==> src/rtl/uart_rx_framer_pkg.sv <==
// Shared constants and types for the UART receive path (also intended for the transmitter).
package uart_rx_framer_pkg;

  // 8N1 framing
  localparam int unsigned DataBits = 8;
  localparam int unsigned IdxW     = $clog2(DataBits);

  // 50 MHz / 115200 baud
  localparam int unsigned DefaultClksPerBit = 434;
  localparam int unsigned DefaultSyncStages = 2;

  typedef enum logic [2:0] {
    StIdle,
    StStart,
    StData,
    StStop,
    StBreak
  } rx_state_e;

endpackage

==> src/rtl/uart_rx_framer_if.sv <==
// Received-byte handshake and diagnostic pulses between framer and consumer.
interface uart_rx_framer_if;

  logic [uart_rx_framer_pkg::DataBits-1:0] data;
  logic                                    data_valid;
  logic                                    data_ack;
  logic                                    frame_error;
  logic                                    overrun;
  logic                                    busy;

  modport master (
    output data,
    output data_valid,
    output frame_error,
    output overrun,
    output busy,
    input  data_ack
  );

  modport slave (
    input  data,
    input  data_valid,
    input  frame_error,
    input  overrun,
    input  busy,
    output data_ack
  );

endinterface

==> src/rtl/uart_rx_framer_sync_ff.sv <==
// N-stage synchronizer for asynchronous inputs; resets to 1 (idle level of UART lines/buttons).
module uart_rx_framer_sync_ff #(
  parameter int unsigned Stages = 2
) (
  input  logic clk_i,
  input  logic reset_i,
  input  logic d_i,
  output logic q_o
);

  logic [Stages-1:0] sync_q;

  // Shift the asynchronous input through the flop chain.
  always_ff @(posedge clk_i) begin
    if (reset_i) begin
      sync_q <= '1;
    end else begin
      sync_q <= {sync_q[Stages-2:0], d_i};
    end
  end

  assign q_o = sync_q[Stages-1];

endmodule

==> src/rtl/uart_rx_framer.sv <==
// 8N1 UART receiver: mid-bit sampling FSM, shift register and single-entry holding register.
module uart_rx_framer
  import uart_rx_framer_pkg::*;
#(
  parameter int unsigned ClksPerBit = DefaultClksPerBit,
  parameter int unsigned SyncStages = DefaultSyncStages
) (
  input  logic             clk_i,
  input  logic             reset_i,
  input  logic             rx_i,
  uart_rx_framer_if.master byte_if
);

  localparam int unsigned       CntW     = $clog2(ClksPerBit);
  localparam logic [CntW-1:0]   HalfLoad = CntW'(ClksPerBit / 2 - 1);
  localparam logic [CntW-1:0]   BitLoad  = CntW'(ClksPerBit - 1);
  localparam logic [IdxW-1:0]   LastIdx  = IdxW'(DataBits - 1);

  logic rx_s;

  rx_state_e             state_q, state_d;
  logic [CntW-1:0]       cnt_q, cnt_d;
  logic [IdxW-1:0]       idx_q, idx_d;
  logic [DataBits-1:0]   shift_q, shift_d;
  logic [DataBits-1:0]   data_q, data_d;
  logic                  valid_q, valid_d;
  logic                  ferr_q, ferr_d;
  logic                  ovr_q, ovr_d;
  logic                  byte_done;

  uart_rx_framer_sync_ff #(
    .Stages (SyncStages)
  ) u_sync (
    .clk_i   (clk_i),
    .reset_i (reset_i),
    .d_i     (rx_i),
    .q_o     (rx_s)
  );

  // Frame FSM: start detection, mid-bit sampling, stop check and break hold-off.
  always_comb begin
    state_d   = state_q;
    cnt_d     = cnt_q;
    idx_d     = idx_q;
    shift_d   = shift_q;
    byte_done = 1'b0;
    ferr_d    = 1'b0;
    unique case (state_q)
      StIdle: begin
        if (!rx_s) begin
          state_d = StStart;
          cnt_d   = HalfLoad;
        end
      end
      StStart: begin
        if (cnt_q == '0) begin
          if (rx_s) begin
            state_d = StIdle;
          end else begin
            state_d = StData;
            idx_d   = '0;
            cnt_d   = BitLoad;
          end
        end else begin
          cnt_d = cnt_q - CntW'(1);
        end
      end
      StData: begin
        if (cnt_q == '0) begin
          shift_d[idx_q] = rx_s;
          cnt_d          = BitLoad;
          if (idx_q == LastIdx) begin
            state_d = StStop;
          end else begin
            idx_d = idx_q + IdxW'(1);
          end
        end else begin
          cnt_d = cnt_q - CntW'(1);
        end
      end
      StStop: begin
        if (cnt_q == '0) begin
          // Leave at mid-stop-bit so a back-to-back start edge is not missed.
          state_d = rx_s ? StIdle : StBreak;
          byte_done = rx_s;
          ferr_d    = !rx_s;
        end else begin
          cnt_d = cnt_q - CntW'(1);
        end
      end
      StBreak: begin
        if (rx_s) begin
          state_d = StIdle;
        end
      end
      default: state_d = StIdle;
    endcase
  end

  // Holding register: a completing byte loads unless the previous one is still unread.
  always_comb begin
    data_d  = data_q;
    valid_d = valid_q;
    ovr_d   = 1'b0;
    if (byte_done) begin
      if (!valid_q || byte_if.data_ack) begin
        data_d  = shift_q;
        valid_d = 1'b1;
      end else begin
        ovr_d = 1'b1;
      end
    end else if (byte_if.data_ack && valid_q) begin
      valid_d = 1'b0;
    end
  end

  // State and datapath registers.
  always_ff @(posedge clk_i) begin
    if (reset_i) begin
      state_q <= StIdle;
      cnt_q   <= '0;
      idx_q   <= '0;
      shift_q <= '0;
      data_q  <= '0;
      valid_q <= 1'b0;
      ferr_q  <= 1'b0;
      ovr_q   <= 1'b0;
    end else begin
      state_q <= state_d;
      cnt_q   <= cnt_d;
      idx_q   <= idx_d;
      shift_q <= shift_d;
      data_q  <= data_d;
      valid_q <= valid_d;
      ferr_q  <= ferr_d;
      ovr_q   <= ovr_d;
    end
  end

  assign byte_if.data        = data_q;
  assign byte_if.data_valid  = valid_q;
  assign byte_if.frame_error = ferr_q;
  assign byte_if.overrun     = ovr_q;
  assign byte_if.busy        = (state_q != StIdle);

endmodule

==> src/flat_wrapper.sv <==
// flat-port wrapper written by rule: the top's interface ports become plain ports
module uart_rx_framer_flat import uart_rx_framer_pkg::*;
#(
  parameter int unsigned ClksPerBit = DefaultClksPerBit,
  parameter int unsigned SyncStages = DefaultSyncStages
)
  (clk_i, reset_i, rx_i, byte_if_data, byte_if_data_valid, byte_if_frame_error, byte_if_overrun, byte_if_busy, byte_if_data_ack);
  uart_rx_framer_if byte_if_i ();
  input  logic clk_i;
  input  logic reset_i;
  input  logic rx_i;
  output wire logic [$bits(byte_if_i.data)-1:0] byte_if_data;
  output wire logic [$bits(byte_if_i.data_valid)-1:0] byte_if_data_valid;
  output wire logic [$bits(byte_if_i.frame_error)-1:0] byte_if_frame_error;
  output wire logic [$bits(byte_if_i.overrun)-1:0] byte_if_overrun;
  output wire logic [$bits(byte_if_i.busy)-1:0] byte_if_busy;
  input wire logic [$bits(byte_if_i.data_ack)-1:0] byte_if_data_ack;
  assign byte_if_data = byte_if_i.data;
  assign byte_if_data_valid = byte_if_i.data_valid;
  assign byte_if_frame_error = byte_if_i.frame_error;
  assign byte_if_overrun = byte_if_i.overrun;
  assign byte_if_busy = byte_if_i.busy;
  assign byte_if_i.data_ack = byte_if_data_ack;
  uart_rx_framer #(.ClksPerBit(ClksPerBit), .SyncStages(SyncStages)) u_core (.clk_i(clk_i), .reset_i(reset_i), .rx_i(rx_i), .byte_if(byte_if_i));
endmodule
==> config.mk <==
export PLATFORM = sky130hd
export DESIGN_NAME = uart_rx_framer_flat
export DESIGN_NICKNAME = d
export VERILOG_FILES = /design/src/rtl/uart_rx_framer_pkg.sv /design/src/rtl/uart_rx_framer_if.sv /design/src/rtl/uart_rx_framer_sync_ff.sv /design/src/rtl/uart_rx_framer.sv /design/src/flat_wrapper.sv
export SDC_FILE = /design/constraint.sdc
export NUM_CORES = 1
export LEC_CHECK = 0
export CAP_MARGIN = 20
export CORE_MARGIN = 4
export CORE_UTILIZATION = 40
export CTS_CLUSTER_DIAMETER = 120
export CTS_CLUSTER_SIZE = 40
export DETAILED_ROUTE_END_ITERATION = 8
export PLACE_DENSITY = 0.7
export SETUP_SLACK_MARGIN = 0.1
export SYNTH_ARGS = -nofsm -noshare
export SYNTH_HDL_FRONTEND = slang
export SYNTH_HIERARCHICAL = 1
export SYNTH_SLANG_ARGS = --single-unit
==> constraint.sdc <==
create_clock -name clk_i -period 1.6 [get_ports clk_i]
set_input_delay 0.48 -clock clk_i [delete_from_list [all_inputs] [get_ports clk_i]]
set_output_delay 0.48 -clock clk_i [all_outputs]
set_load 0.1 [all_outputs]
==> reports/qor.txt, run 1 <==
CLOCKING
-----------------------------------------------------------------------------------------
Total number of clock tree sinks                                                       36
Clk_lat worst skew                                                                0.31 ns
CTS clk-pin slew, worst paths                                                     0.08 ns
H-tree level count                                                                      2
Buffer depth of the longest clock path                                                  2
Clock tree from TritonCTS                                                           built
CTS root buffer                                                              sky130_fd_sc_hd__clkbuf_8
Number of buffers created by CTS                                                        5

STA
-----------------------------------------------------------------------------------------
Tmin final                                                                        1.79 ns
Fmax                                                                            0.558 GHz
Skew final                                                                     0.00966 ns
Final period utilization                                                             112%
Slew Viols, Final                                                                       0
Transition time of the tightest slew-check pin                                   0.667 ns
Hold Fails Final Rpt                                                                    0
RSZ-0062 raised after global routing                                                 true
Relative slew slack                                                                 55.2%
Final setup violation count                                                            32
Least setup slack across all paths after layout                                 -0.194 ns

DRT
-----------------------------------------------------------------------------------------
WL/cell                                                                           16.4 um
Antenna violation net count after detailed routing                                      0
Drt first pass iters                                                                    4
Detailed-route wire length                                                        5440 um
Count of routing violations after the opening detailed-route iteration                139
Via count                                                                            1886
DR DRC count                                                                            0
Average via count per standard cell                                                  5.68

HOLD PATH
-----------------------------------------------------------------------------------------
Worst Hold Launch                                                            u_core/u_sync/sync_q[0]$_SDFF_PP1_
Worst hold path type                                                         register to register
Count of cells along the worst hold path                                                1
Hold-critical path endpoint                                                  u_core/u_sync/sync_q[1]$_SDFF_PP1_

FLOORPLANNING
-----------------------------------------------------------------------------------------
Die outline height                                                                75.3 um
Site Rows                                                                              24
Initial cell density of the core                                                    41.6%
Die extent in x                                                                   75.3 um
Core Footprint                                                                0.00435 mm2
Die Outline Area                                                              0.00567 mm2
Num ports                                                                              16

GLOBAL ROUTING
-----------------------------------------------------------------------------------------
Initial antenna violation count                                                         0
Pin count of the biggest net entering global routing                                   21
GR Overflow Total                                                                       0
Via count of the first global-routing pass                                           1925
All-Layer GR Usage                                                                  20.4%
Wire length of the first global-routing pass                                      8500 um

SYNTH
-----------------------------------------------------------------------------------------
Proportion of register bits with asynchronous set or reset after synthesis             0%
Synthesized flop and latch total                                                       36
Most used flip-flop cell after synthesis                                     sky130_fd_sc_hd__dfxtp_1
Sequential-to-total area share from yosys stat                                      39.8%
Synthesized instance count                                                            204
Cell area after technology mapping                                            0.00181 mm2
Count of unique library cells instantiated by Yosys                                    53
Post-Synthesis Net Count                                                              211
Number of flops mapped to enable cells by yosys                                         0
Warnings, synthesis                                                                     6
Per-instance average area after synthesis                                        8.87 um2

POWER AND IR DROP
-----------------------------------------------------------------------------------------
Power density relative to cell area                                            797 mW/mm2
Largest voltage drop on the vdd net                                              0.719 mV
Pleak                                                                             1.21 nW

SETUP PATH
-----------------------------------------------------------------------------------------
Slowest stage delay, CP                                                           0.37 ns
Critical path buffer and inverter count                                                 2
Critical path fanouts, max                                                              2
CP arrival                                                                        1.31 ns
Reg2reg end                                                                  u_core/shift_q[1]$_SDFFE_PP0P_
Slowest cell on the critical path                                            sky130_fd_sc_hd__or3_4
Ordered list of cells on the worst path                                      buf_6 > or3_4 > buf_12
Critical Path Stages                                                                    3
Crit Reg-Reg Startpoint                                                      u_core/cnt_q[0]$_SDFFE_PP0P_
Endpoint class of the critical path                                          primary output
CP top delay family                                                          simple AND/OR/NAND/NOR gates
Setup Crit Path Kind                                                         register to primary output
Length in cells of the worst reg-to-reg path                                           10
Required time reported for the critical path endpoint                             1.12 ns
Critical Path Source Type                                                        register
Slack of the worst reg-to-reg path                                               -0.19 ns

PLACE
-----------------------------------------------------------------------------------------
Placed Instance Area                                                          0.00250 mm2
Gpl congestion                                                                      0.822
Port Buffer Count                                                                      15
Dpl hpwl                                                                          3130 um
Placed Cells incl. Taps                                                               304

CELLS AND AREA
-----------------------------------------------------------------------------------------
Layout-stage area growth over the synthesis result                                  67.8%
Non-filler cells, final                                                               332
Ratio of cells with drive above 1 in the final layout                               51.4%
Diode insertion count for antenna repair                                                0
Number of nets in the layout                                                          286
Most frequent cells in the layout                                            45 x sky130_fd_sc_hd__buf_4, 30 x sky130_fd_sc_hd__dfxtp_1, 23 x sky130_fd_sc_hd__nor2_1, 20 x sky130_fd_sc_hd__buf_6, 17 x sky130_fd_sc_hd__mux2i_1
Most common cell after layout, fill and taps aside                           sky130_fd_sc_hd__buf_4
Cell area after layout                                                        0.00304 mm2

OUTCOME
-----------------------------------------------------------------------------------------
Violations in the final reports                                              setup timing
Status                                                                       finished, violations left

RUN
-----------------------------------------------------------------------------------------
Reported max-cap violation count                                                        0

[worst max-delay path by stage]
stage	endpoint	startpoint	slack, ns
after floorplan	u_core/byte_if.data[0]$_SDFFE_PP0P_	u_core/cnt_q[0]$_SDFFE_PP0P_	-0.13
after global placement	u_core/byte_if.data[3]$_SDFFE_PP0P_	byte_if_data_ack	-0.11
after detailed placement	u_core/byte_if.data[1]$_SDFFE_PP0P_	u_core/cnt_q[1]$_SDFFE_PP0P_	-0.14
after CTS	byte_if_busy	u_core/state_q[1]$_SDFFE_PP0P_	-0.21
after global routing	u_core/shift_q[1]$_SDFFE_PP0P_	u_core/cnt_q[0]$_SDFFE_PP0P_	-0.28
final	byte_if_busy	u_core/state_q[1]$_SDFFE_PP0P_	-0.19
[worst reg2reg max path: stages, from the launching register on]
cell                      delay (ns)
sky130_fd_sc_hd__dfxtp_2        0.33
sky130_fd_sc_hd__inv_2          0.07
sky130_fd_sc_hd__ha_4           0.14
sky130_fd_sc_hd__nor3b_4        0.23
sky130_fd_sc_hd__buf_6          0.14
sky130_fd_sc_hd__buf_6          0.08
sky130_fd_sc_hd__nand4_1        0.17
sky130_fd_sc_hd__buf_4          0.19
sky130_fd_sc_hd__nor3_4         0.11
sky130_fd_sc_hd__mux2i_1        0.19
sky130_fd_sc_hd__nor2_1         0.05
[flip-flops by register name (all words and copies together), names as in the netlist, 2 cells and up]
register and flops:
u_core/state_q 3, u_core/shift_q 8, u_core/byte_if.data 8, u_core/u_sync/sync_q 2, u_core/cnt_q 9, u_core/idx_q 3
[timing repair]
| action | 4_1_cts | 5_1_grt |
|---|---|---|
| endpoints found under the hold margin | 0 | 0 |
| hold buffers | 0 | 0 |
| setup buffers | 16 | 5 |
| pin swaps | 21 | 19 |
| resized for setup | 46 | 23 |
| endpoints found under the setup margin | 35 | 35 |
[logic make-up after synthesis]
kind of cell	count (synthesis)	share of synthesized area (%)
multiplexers	17	9.40
AO/OA/AOI/OAI	40	14.0
flip-flops	36	39.8
adder cells (fa/ha/maj)	3	2.07
AND/OR/NAND/NOR	88	28.8
buffers and inverters	18	4.98
XOR/XNOR	2	0.968
[layer usage]
layer | global-route usage (%) | vias up | routed length [um] | part of all wire, %
li1 | - | 875 | - | -
met1 | 20.4 | 917 | 1980 | 36
met2 | 36.6 | 63 | 2900 | 53
met3 | 6.28 | 31 | 272 | 5.0
met4 | 12.8 | 0 | 278 | 5.1
met5 | 0 | - | 0 | 0
[cell type report]
type,count,area [um2]
clock buffers,5,68.8
clock inverters,3,23.8
multi-input cells,150,1280
well taps,52,65.1
repair buffers,81,853
flip-flops and latches,36,731
inverters,5,18.8
fillers,265,1320
[synth_stat cells, types with 2 or more instances]
master                     instances  share of area (%)
sky130_fd_sc_hd__a31oi_1           3                1.0
sky130_fd_sc_hd__o21ai_0           9                2.5
sky130_fd_sc_hd__nor3_1           11                3.0
sky130_fd_sc_hd__or2_1             2               0.69
sky130_fd_sc_hd__inv_1             5                1.0
sky130_fd_sc_hd__a21o_1            2               0.83
sky130_fd_sc_hd__a21oi_1          14                3.9
sky130_fd_sc_hd__buf_2             3               0.83
sky130_fd_sc_hd__nand3_1           5                1.4
sky130_fd_sc_hd__mux2i_1          17                9.4
sky130_fd_sc_hd__buf_6             2                1.2
sky130_fd_sc_hd__nor2_1           26                5.4
sky130_fd_sc_hd__ha_1              3                2.1
sky130_fd_sc_hd__nor3_2            5                2.8
sky130_fd_sc_hd__nor2b_1           3                1.0
sky130_fd_sc_hd__clkbuf_1          6                1.2
sky130_fd_sc_hd__nand2_1          12                2.5
sky130_fd_sc_hd__dfxtp_1          36                 40
sky130_fd_sc_hd__nand2b_1          6                2.1
[metrics by stage]
stage | utilization (%) | power, W | hold WS (ns) | worst slack, ns | setup TNS (ns)
floorplan | - | 0.00125 | 0.383 | -0.129 | -1.55
global placement | 57.3 | 0.00142 | 0.386 | -0.109 | -1.80
detailed placement | 57.3 | 0.00142 | 0.403 | -0.138 | -2.04
CTS | 66.9 | 0.00233 | 0.410 | -0.213 | -2.42
global route | 69.8 | 0.00252 | 0.437 | -0.284 | -6.79
finish | 69.8 | 0.00242 | 0.407 | -0.194 | -3.45
[where the power goes]
part           switching (W)  leakage (nW)  internal, W
combinational       0.000387         0.879     0.000429
clock               0.000368        0.0404     0.000308
sequential         0.0000170         0.294     0.000913
total               0.000772          1.21      0.00165
No activity file was read; power rests on OpenSTA's default activity.
==> inputs of run 2 (changes only) <==
--- a/config.mk
+++ b/config.mk
@@ -6,11 +6,11 @@
 export NUM_CORES = 1
 export LEC_CHECK = 0
 export CAP_MARGIN = 20
-export CORE_MARGIN = 4
 export CORE_UTILIZATION = 40
 export CTS_CLUSTER_DIAMETER = 120
 export CTS_CLUSTER_SIZE = 40
 export DETAILED_ROUTE_END_ITERATION = 8
+export MAX_ROUTING_LAYER = met4
 export PLACE_DENSITY = 0.7
 export SETUP_SLACK_MARGIN = 0.1
 export SYNTH_ARGS = -nofsm -noshare
==> run 2 against run 1 <==
The run still ends with setup timing left. Clock-buffer cell count stayed put. Clock power down 4.0%. Sequential cell count is the same. Worst hold slack improved by 0.0035 ns. Total power decreased by 6.0%. Critical path type is now register to register.
==> reports/qor.txt, run 2 (same netlist as run 1, synthesis figures left out) <==
CELLS AND AREA
-------------------------------------------------------------------------------------
Diode insertion count for antenna repair                                            0   unchanged
Layout-stage area growth over the synthesis result                              60.9%
Largest register by flop count                                           u_core/cnt_q
Multi-input combinational cell area                                       0.00125 mm2   -1.9%
Cell area after layout                                                    0.00291 mm2   -4.1%
Register Area                                                                 732 um2   +0.17%
Most common cell after layout, fill and taps aside                       sky130_fd_sc_hd__buf_4
Most frequent cells in the layout                                        41 x sky130_fd_sc_hd__buf_4, 29 x sky130_fd_sc_hd__dfxtp_1, 24 x sky130_fd_sc_hd__nor2_1, 17 x sky130_fd_sc_hd__mux2i_1, 14 x sky130_fd_sc_hd__buf_6
Number of nets in the layout                                                      276   -3.5%
Number of flip-flops in the largest register                                        9   unchanged
Fill cell total of the finished layout                                            293   +11%
Ratio of cells with drive above 1 in the final layout                           49.6%   -1.8 points

FLOORPLANNING
-------------------------------------------------------------------------------------
Num ports                                                                          16   unchanged
Site Rows                                                                          24   unchanged
Core Footprint                                                            0.00435 mm2   unchanged
Die Outline Area                                                          0.00480 mm2   -15%
Die outline height                                                            69.3 um   -8.0%
Initial cell density of the core                                                41.6%   unchanged
Die extent in x                                                               69.3 um   -8.0%

STA
-------------------------------------------------------------------------------------
Setup TNS                                                                    -1.49 ns   +1.96 ns
Transition time of the tightest slew-check pin                               0.414 ns   -0.253 ns
Least setup slack across all paths after layout                             -0.154 ns   +0.0398 ns
Skew final                                                                 0.00638 ns   -0.00328 ns
Final setup violation count                                                        29   -9.4%
RSZ-0062 raised after global routing                                             true
Fmax                                                                        0.570 GHz   +2.3%
Tmin final                                                                    1.75 ns   -0.0398 ns
Hold Fails Final Rpt                                                                0   unchanged
Slew Viols, Final                                                                   0   unchanged
Final period utilization                                                         110%   -2.5 points
Relative slew slack                                                             72.2%   +17 points

PLACE
-------------------------------------------------------------------------------------
Gpl congestion                                                                  0.877   +6.6%
Placed Instance Area                                                      0.00246 mm2   -1.4%
Pre-CTS worst setup slack                                                   -0.157 ns   -0.0191 ns
Dpl hpwl                                                                      3050 um   -2.3%
Port Buffer Count                                                                  15   unchanged

GLOBAL ROUTING
-------------------------------------------------------------------------------------
Wire length of the first global-routing pass                                  8090 um   -4.9%
All-Layer GR Usage                                                              21.9%   +1.5 points
Via count of the first global-routing pass                                       1760   -8.6%
Pin count of the biggest net entering global routing                               22   +4.8%
Initial antenna violation count                                                     0   unchanged
GR Overflow Total                                                                   0   unchanged

SETUP PATH
-------------------------------------------------------------------------------------
Setup Crit Path Kind                                                     register to register
Critical path buffer and inverter count                                             2   unchanged
Critical path fanouts, max                                                          8   +6
Critical Path Source Type                                                    register
CP arrival                                                                    1.97 ns   +0.66 ns
Endpoint class of the critical path                                          register
CP top delay family                                                      simple AND/OR/NAND/NOR gates
Slowest stage delay, CP                                                       0.51 ns   +0.14 ns
Slowest cell on the critical path                                        sky130_fd_sc_hd__or4_1
Ordered list of cells on the worst path                                  inv_2 > ha_4 > nor3b_4 > buf_6 > nand3_4 > a2bb2oi_4 > or4_1 > o211ai_1
Required time reported for the critical path endpoint                         1.82 ns   +0.70 ns

DRT
-------------------------------------------------------------------------------------
Drt first pass iters                                                                4   unchanged
Via count                                                                        1805   -4.3%
Routed length on met3                                                          171 um   -37%
Antenna violation net count after detailed routing                                  0   unchanged
WL/cell                                                                       16.1 um   -1.4%
Total met2 wirelength after detailed routing                                  2760 um   -4.8%
Average via count per standard cell                                              5.61   -1.3%
Detailed-route wire length                                                    5200 um   -4.4%
DR DRC count                                                                        0   unchanged
Met1 Wirelength                                                               2090 um   +5.4%
Highest metal layer used by the detailed router                                  met4
Count of routing violations after the opening detailed-route iteration            131   -5.8%

HOLD PATH
-------------------------------------------------------------------------------------
Worst hold path type                                                     register to register

CLOCKING
-------------------------------------------------------------------------------------
Buffer depth of the longest clock path                                              2   unchanged
H-tree level count                                                                  2   unchanged
Number of buffers created by CTS                                                    5   unchanged
Total number of clock tree sinks                                                   36   unchanged
CTS root buffer                                                          sky130_fd_sc_hd__clkbuf_8
Clock tree from TritonCTS                                                       built
Clk_lat worst skew                                                            0.30 ns   about the same
CTS clk-pin slew, worst paths                                                 0.08 ns   about the same

POWER AND IR DROP
-------------------------------------------------------------------------------------
Pleak                                                                         1.17 nW   -3.6%
Largest voltage drop on the vdd net                                          0.628 mV   -13%
Power density relative to cell area                                        781 mW/mm2   -2.0%
Final Power                                                                 0.00228 W   -6.0%

OUTCOME
-------------------------------------------------------------------------------------
Violations in the final reports                                          setup timing
Status                                                                   finished, violations left

RUN
-------------------------------------------------------------------------------------
Reported max-cap violation count                                                    0   unchanged

run 2: path summary, 6_finish.rpt:
check / from / endpoint / slack (ns) / depth (start not counted)
max: u_core/cnt_q[0]$_SDFFE_PP0P_ / u_core/cnt_q[5]$_SDFFE_PP0P_ / -0.15 / 8
min: u_core/u_sync/sync_q[0]$_SDFF_PP1_ / u_core/u_sync/sync_q[1]$_SDFF_PP1_ / 0.41 / 1
max reg2reg: u_core/cnt_q[0]$_SDFFE_PP0P_ / u_core/cnt_q[5]$_SDFFE_PP0P_ / -0.15 / 8
min reg2reg: u_core/u_sync/sync_q[0]$_SDFF_PP1_ / u_core/u_sync/sync_q[1]$_SDFF_PP1_ / 0.41 / 1
run 2: routing by layer:
metal,track usage [%],vias up
met5,-,-
met4,10.4,0
met3,5.09,25
met2,38.5,43
met1,22.9,883
li1,-,854
run 2: what timing repair did:
action                                  4_1_cts  5_1_grt
pin swaps                                    20       14
endpoints found under the setup margin       34       35
setup buffers                                10        3
cloned                                        0        0
hold buffers                                  0        0
gates resized for setup                      33       27
run 2: layout make-up:
type / count / share of cell area [%]
multi-input combinational: 150 / 43.0
timing repair buffer: 71 / 25.9
sequential: 36 / 25.1
clock buffer: 5 / 2.36
tap: 52 / 2.23
clock inverter: 3 / 0.644
inverter: 5 / 0.644
run 2: power by group:
group	leakage (nW)	internal, W	switching [W]	total (W)
clock	0.0479	0.000303	0.000346	0.000649
sequential	0.295	0.000913	0.0000150	0.000928
combinational	0.827	0.000346	0.000353	0.000699
total	1.17	0.00156	0.000714	0.00228
run 2: per-stage QoR:
step	utilization, %	cells	hold WS, ns
floorplan	-	204	0.383
global placement	56.5	301	0.389
detailed placement	56.5	301	0.395
CTS	63.8	319	0.413
global route	66.9	322	0.443
finish	66.9	322	0.410
